### src/rtl/mem_stage.sv
// Memory stage: issues loads/stores to a word-addressed data memory and formats results for writeback.
// Optional MISALIGN_TRAP_EN turns misaligned half/word accesses into non-writing wb entries flagged by misalign.
module mem_stage (
    input  logic        clk,
    input  logic        rst,
    input  logic        ex_valid,
    output logic        ex_ready,
    input  logic        ex_load,
    input  logic        ex_store,
    input  logic [2:0]  ex_funct3,
    input  logic [31:0] ex_result,
    input  logic [31:0] ex_store_data,
    input  logic [4:0]  ex_rd,
    input  logic        ex_rd_we,
    output logic [29:0] dmem_addr,
    output logic [31:0] dmem_wdata,
    output logic [3:0]  dmem_be,
    output logic        dmem_wen,
    output logic        dmem_ren,
    input  logic [31:0] dmem_rdata,
    output logic        wb_valid,
    input  logic        wb_ready,
    output logic [4:0]  wb_rd,
    output logic        wb_we,
    output logic [31:0] wb_data
`ifdef MISALIGN_TRAP_EN
    ,
    output logic        misalign
`endif
);

    typedef enum logic [0:0] {IDLE, LOAD_WAIT} state_t;

    state_t      state_q, state_d;
    logic        wb_valid_q, wb_valid_d;
    logic        wb_we_q, wb_we_d;
    logic [4:0]  wb_rd_q, wb_rd_d;
    logic [31:0] wb_data_q, wb_data_d;
    logic [2:0]  ld_funct3_q, ld_funct3_d;
    logic [1:0]  ld_off_q, ld_off_d;
    logic [4:0]  ld_rd_q, ld_rd_d;
    logic        ld_we_q, ld_we_d;
`ifdef MISALIGN_TRAP_EN
    logic        misalign_q, misalign_d;
`endif

    logic        accept;
    logic        is_load;
    logic        is_store;
    logic        misaligned;
    logic [1:0]  acc_size;
    logic [7:0]  ld_byte;
    logic [15:0] ld_half;
    logic [31:0] load_data;

    assign ex_ready = !rst && (state_q == IDLE) && (!wb_valid_q || wb_ready);
    assign accept   = ex_valid && ex_ready;
    assign is_load  = ex_load;
    assign is_store = ex_store && !ex_load;

    // Access size: 0 = byte, 1 = half, 2 = word (reserved codes behave as word).
    always_comb begin
        acc_size = 2'd2;
        case (ex_funct3)
            3'b000, 3'b100: acc_size = 2'd0;
            3'b001, 3'b101: acc_size = 2'd1;
            default:        acc_size = 2'd2;
        endcase
    end

`ifdef MISALIGN_TRAP_EN
    assign misaligned = (is_load || is_store) &&
                        (((acc_size == 2'd1) && ex_result[0]) ||
                         ((acc_size == 2'd2) && (ex_result[1:0] != 2'b00)));
`else
    assign misaligned = 1'b0;
`endif

    assign dmem_addr = ex_result[31:2];
    assign dmem_wen  = accept && is_store && !misaligned;
    assign dmem_ren  = accept && is_load && !misaligned;

    always_comb begin
        dmem_be    = 4'b1111;
        dmem_wdata = ex_store_data;
        case (acc_size)
            2'd0: begin
                dmem_be    = 4'b0001 << ex_result[1:0];
                dmem_wdata = {4{ex_store_data[7:0]}};
            end
            2'd1: begin
                dmem_be    = 4'b0011 << {ex_result[1], 1'b0};
                dmem_wdata = {2{ex_store_data[15:0]}};
            end
            default: begin
                dmem_be    = 4'b1111;
                dmem_wdata = ex_store_data;
            end
        endcase
    end

    always_comb begin
        ld_byte = dmem_rdata[7:0];
        case (ld_off_q)
            2'd0: ld_byte = dmem_rdata[7:0];
            2'd1: ld_byte = dmem_rdata[15:8];
            2'd2: ld_byte = dmem_rdata[23:16];
            2'd3: ld_byte = dmem_rdata[31:24];
            default: ld_byte = dmem_rdata[7:0];
        endcase
        ld_half = ld_off_q[1] ? dmem_rdata[31:16] : dmem_rdata[15:0];
        case (ld_funct3_q)
            3'b000:  load_data = {{24{ld_byte[7]}}, ld_byte};
            3'b100:  load_data = {24'd0, ld_byte};
            3'b001:  load_data = {{16{ld_half[15]}}, ld_half};
            3'b101:  load_data = {16'd0, ld_half};
            default: load_data = dmem_rdata;
        endcase
    end

    always_comb begin
        state_d     = state_q;
        wb_valid_d  = wb_valid_q;
        wb_we_d     = wb_we_q;
        wb_rd_d     = wb_rd_q;
        wb_data_d   = wb_data_q;
        ld_funct3_d = ld_funct3_q;
        ld_off_d    = ld_off_q;
        ld_rd_d     = ld_rd_q;
        ld_we_d     = ld_we_q;
`ifdef MISALIGN_TRAP_EN
        misalign_d  = misalign_q;
`endif
        if (state_q == LOAD_WAIT) begin
            state_d    = IDLE;
            wb_valid_d = 1'b1;
            wb_data_d  = load_data;
            wb_rd_d    = ld_rd_q;
            wb_we_d    = ld_we_q;
        end else begin
            // A drain clears the slot; an accepted result below overwrites it on the same edge.
            if (wb_valid_q && wb_ready) begin
                wb_valid_d = 1'b0;
            end
            if (accept) begin
`ifdef MISALIGN_TRAP_EN
                misalign_d = misaligned;
`endif
                if (misaligned) begin
                    wb_valid_d = 1'b1;
                    wb_data_d  = ex_result;
                    wb_rd_d    = ex_rd;
                    wb_we_d    = 1'b0;
                end else if (is_load) begin
                    state_d     = LOAD_WAIT;
                    ld_funct3_d = ex_funct3;
                    ld_off_d    = ex_result[1:0];
                    ld_rd_d     = ex_rd;
                    ld_we_d     = ex_rd_we && (ex_rd != 5'd0);
                end else if (!is_store) begin
                    wb_valid_d = 1'b1;
                    wb_data_d  = ex_result;
                    wb_rd_d    = ex_rd;
                    wb_we_d    = ex_rd_we && (ex_rd != 5'd0);
                end
            end
        end
    end

    always_ff @(posedge clk) begin
        if (rst) begin
            state_q     <= IDLE;
            wb_valid_q  <= 1'b0;
            wb_we_q     <= 1'b0;
            wb_rd_q     <= 5'd0;
            wb_data_q   <= 32'd0;
            ld_funct3_q <= 3'd0;
            ld_off_q    <= 2'd0;
            ld_rd_q     <= 5'd0;
            ld_we_q     <= 1'b0;
`ifdef MISALIGN_TRAP_EN
            misalign_q  <= 1'b0;
`endif
        end else begin
            state_q     <= state_d;
            wb_valid_q  <= wb_valid_d;
            wb_we_q     <= wb_we_d;
            wb_rd_q     <= wb_rd_d;
            wb_data_q   <= wb_data_d;
            ld_funct3_q <= ld_funct3_d;
            ld_off_q    <= ld_off_d;
            ld_rd_q     <= ld_rd_d;
            ld_we_q     <= ld_we_d;
`ifdef MISALIGN_TRAP_EN
            misalign_q  <= misalign_d;
`endif
        end
    end

    assign wb_valid = wb_valid_q;
    assign wb_we    = wb_we_q;
    assign wb_rd    = wb_rd_q;
    assign wb_data  = wb_data_q;
`ifdef MISALIGN_TRAP_EN
    assign misalign = misalign_q;
`endif

endmodule

### config.mk
export PLATFORM = sky130hd
export DESIGN_NAME = mem_stage
export DESIGN_NICKNAME = d
export VERILOG_FILES = /design/src/rtl/mem_stage.sv
export SDC_FILE = /design/constraint.sdc
export NUM_CORES = 1
export LEC_CHECK = 0
export BUFFER_PORTS_ARGS = -buffer_cell sky130_fd_sc_hd__buf_2
export CAP_MARGIN = 20
export CORE_MARGIN = 4
export CORE_UTILIZATION = 39
export DETAILED_ROUTE_END_ITERATION = 8
export PLACE_DENSITY = 0.88
export SETUP_SLACK_MARGIN = 0.3
export SLEW_MARGIN = 5
export SYNTH_ARGS = -nofsm -noshare
export SYNTH_HDL_FRONTEND = slang
export SYNTH_SLANG_ARGS = --single-unit
### constraint.sdc
create_clock -name clk -period 1.9 [get_ports clk]
set_input_delay 0.57 -clock clk [delete_from_list [all_inputs] [get_ports clk]]
set_output_delay 0.57 -clock clk [all_outputs]
set_load 0.02 [all_outputs]
==> impl_metrics.yaml <==
power_and_ir_drop:
  p_leak_uw: 0.00263
  ir_drop_v: 0.000318
  p_comb_share_pct: 39.7
  p_sw_uw: 1090
  clkPwrFrac_pct: 23.4
  switching_share_pct: 33.9
  pwr_density_cell_nw_per_um2: 525
  intPower_uw: 2120
  p_seq_share_pct: 36.8
yosys:
  yosysSeqAreaShare_pct: 29.4
  netlist_area_sq_um: 3480
  muxShareOfSynthArea_pct: 11.4
  synth_enable_flop_cells: 0
  synth_seq_cells: 51
  syn-num-nets: 537
  yosys.area.top_type_share_pct: 29.4
  synthXorXnorAreaFrac_pct: 0
  syn_avg_cell_area_sq_um: 8.17
  synth_top_family_by_area: "compound AO/OA/AOI/OAI gates"
  yosysWarnings: 0
  yosysUniqueCellTypes: 44
  synthTopCellsByArea: "dfxtp_1, buf_4, nand2_1"
  yosysTopAreaCell: "dfxtp_1"
  async_flop_share_pct: 0
  synth_flop_cell: "dfxtp_1"
  synth_compound_area_share_pct: 27.4
  syn-instance-count: 426
  yosys.area_share.simple_pct: 17.3
  synthAdderAreaFrac_pct: 0
clock_network:
  cts_buffer_depth: 2
  cts_hold_buf: 0
  clk_pin_slew_ns: 0.09
  clk_latency_ns: 0.30
  clock-sinks: 51
  cts_tree: "yes"
  numCtsBuffers: 5
  cts.htree.levels: 2
  root_buffer: "clkbuf_8"
worst_setup_path:
  arrival_ns: 1.41
  critPathKind: "input pin to output pin"
  crit_path_max_incr_delay_ns: 0.31
  startpoint_type: "input pin"
  path_cells: "buf_12 > nor2_4 > buf_12 > mux2_4 > buf_6"
  critPathMostFrequentCell: "buf_12"
  critPathMaxFanout: 6
  worst_setup_path_end_kind: "output pin"
  worstPathRequired_ns: 1.33
  slowest_stage: "mux2_4"
routing:
  wl_per_cell_um: 19.6
  drtPass1Iterations: 7
  drc: 0
  drtAntennaViolNets: 0
  drt_iter0_markers: 182
  vias: 4303
  vias_per_cell: 5.72
  drt-total-wl_mm: 14.8
floorplan:
  row_count: 34
  ios: 219
  core_sq_um: 8720
  die_h_um: 102
  dieArea_sq_um: 10500
  initial_core_util_pct: 39.9
  die_w_um: 102
cells_and_area:
  syn_to_final_growth_pct: 75.5
  num-nets-final: 755
  fin_cells: 752
  final_cell_area_sq_um: 6100
  antennaDiodeCount: 0
  final_layout_size_suffix_gt1_share_pct: 66.5
run:
  drv_cap: 0
timing:
  max_freq_mhz: 505
  clock_skew_ns: 0.00503
  fin_hold_ws_ns: 0.482
  fin_crit_sh_pct: 104
  setup_tns_ns: -0.665
  tightest_slew_ns: 0.419
  hold_viol: 0
  rsz0062_at_grt: "true"
  period_minus_slack_ns: 1.98
  fin_ws_ns: -0.0804
  maxSlewViolCount: 0
  finalSetupViolCount: 12
  timing.slew.headroom_pct: 72.0
grt:
  overflow: 0
  grt_pass1_vias: 4153
  grt_pass1_wl_mm: 20.2
  antenna_found_initial: 0
  grt_start_max_net_pins: 31
  grt.total_usage_pct: 24.5
placement:
  io_buffers: 218
  dp_hpwl_mm: 10.2
  post_dp_cell_area_sq_um: 4720
  placed_cells: 714
  gp_congestion: 0.896
run_status:
  violations: "setup timing"
  status: "complete, but fails checks"
worst_hold_path:
  hold_class: "register to register"
==> path summary, 6_finish.rpt <==
check               start             end  slack, ns  cells after the start
min            ld_rd_q[4]      ld_rd_q[4]       0.48                      2
max          ex_funct3[0]  dmem_wdata[10]      -0.08                      5
max reg2reg       state_q      wb_data[0]       0.03                     11
min reg2reg    ld_rd_q[4]      ld_rd_q[4]       0.48                      2
==> synth_stat cells (2+ instances only) <==
library cell  number
nand2_1           81
a21oi_1           53
dfxtp_1           51
buf_4             45
mux2_2            20
mux2i_1           17
a221oi_1          16
clkbuf_1          14
o21ai_0           14
inv_1             12
nor2_1            11
a221oi_2          10
buf_2             10
nand3b_1           8
nor2b_1            8
o221a_2            6
nand2b_1           5
a21o_1             4
a222oi_1           4
o22ai_1            4
o32ai_1            3
a211o_1            2
a21oi_2            2
and2_1             2
buf_1              2
o21bai_1           2
o311ai_0           2
o41ai_2            2
==> cell families (layout without fill, tap and decap cells) <==
group                  after synthesis  in the layout
AOI/OAI and AO/OA                  128            128
and+or+nand+nor                    126            126
buffers and inverters               84            302
DFF                                 51             51
muxes                               37             37
==> worst max-delay path: cells and delay by family <==
kind / cells / cell delay [ns]
AND/OR/NAND/NOR: 1 / 0.14
multiplexers: 1 / 0.31
buffers and inverters: 3 / 0.38
==> state kept, by name, summed over array words and instances (netlist names) <==
| name | flops |
|---|---|
| ld_funct3_q | 3 |
| ld_off_q | 2 |
| ld_rd_q | 5 |
| ld_we_q | 1 |
| state_q | 1 |
| wb_data | 32 |
| wb_rd | 5 |
| wb_valid | 1 |
| wb_we | 1 |
==> through the flow <==
stage,power (uW),setup WS [ns],util [%]
floorplan,1810,0.164,-
finish,3210,-0.0804,70.0
global placement,2120,-0.152,54.1
CTS,3030,-0.0539,61.9
global route,3340,-0.102,70.0
detailed placement,2140,-0.216,54.1
==> per-layer routing <==
layer / wire, um / track usage [%] / share of wire, % / vias up
li1: - / - / - / 1938
met1: 5020 / 25.9 / 34 / 2032
met2: 7680 / 45.3 / 52 / 276
met3: 1310 / 5.67 / 8.9 / 57
met4: 753 / 11.6 / 5.1 / 0
met5: 0 / 0 / 0 / -
==> placed cells by master (no fill, tap or decap), drive strengths merged, types with 2 or more instances in the layout <==
cell type / instances
nand2b: 5
dfxtp: 51
o41ai: 2
nor2b: 8
a21oi: 55
a21o: 4
mux2i: 17
nand4: 2
clkbuf: 10
nand3b: 8
o311ai: 2
and2: 2
o21bai: 2
o22ai: 4
nand2: 81
nor4: 2
nor2: 12
a221oi: 26
inv: 12
mux2: 20
a222oi: 4
a211o: 2
o32ai: 3
o21ai: 14
o221a: 6
buf: 279
==> power by group through the flow <==
stage | logic, uW | registers, uW | clock network (uW)
6_report | 1270 | 1180 | 751
5_1_grt | 1350 | 1190 | 804
4_1_cts | 1100 | 1170 | 760
3_5_place_dp | 952 | 1190 | 0
3_3_place_gp | 931 | 1190 | 0
2_1_floorplan | 565 | 1250 | 0
==> layout make-up <==
cell class | count | area [sq um]
clock buffer | 6 | 72.6
sequential | 51 | 1030
tap | 108 | 135
multi-input combinational | 291 | 2720
clock inverter | 1 | 30.0
timing repair buffer | 283 | 2060
fill | 619 | 2620
inverter | 12 | 45.0
==> what timing repair did <==
action,in CTS,in global routing
gates resized for setup,114,125
pin swaps,18,55
setup endpoints to repair,60,80
cloned,0,4
setup buffers,18,9
(Power assumes the default switching activity.)
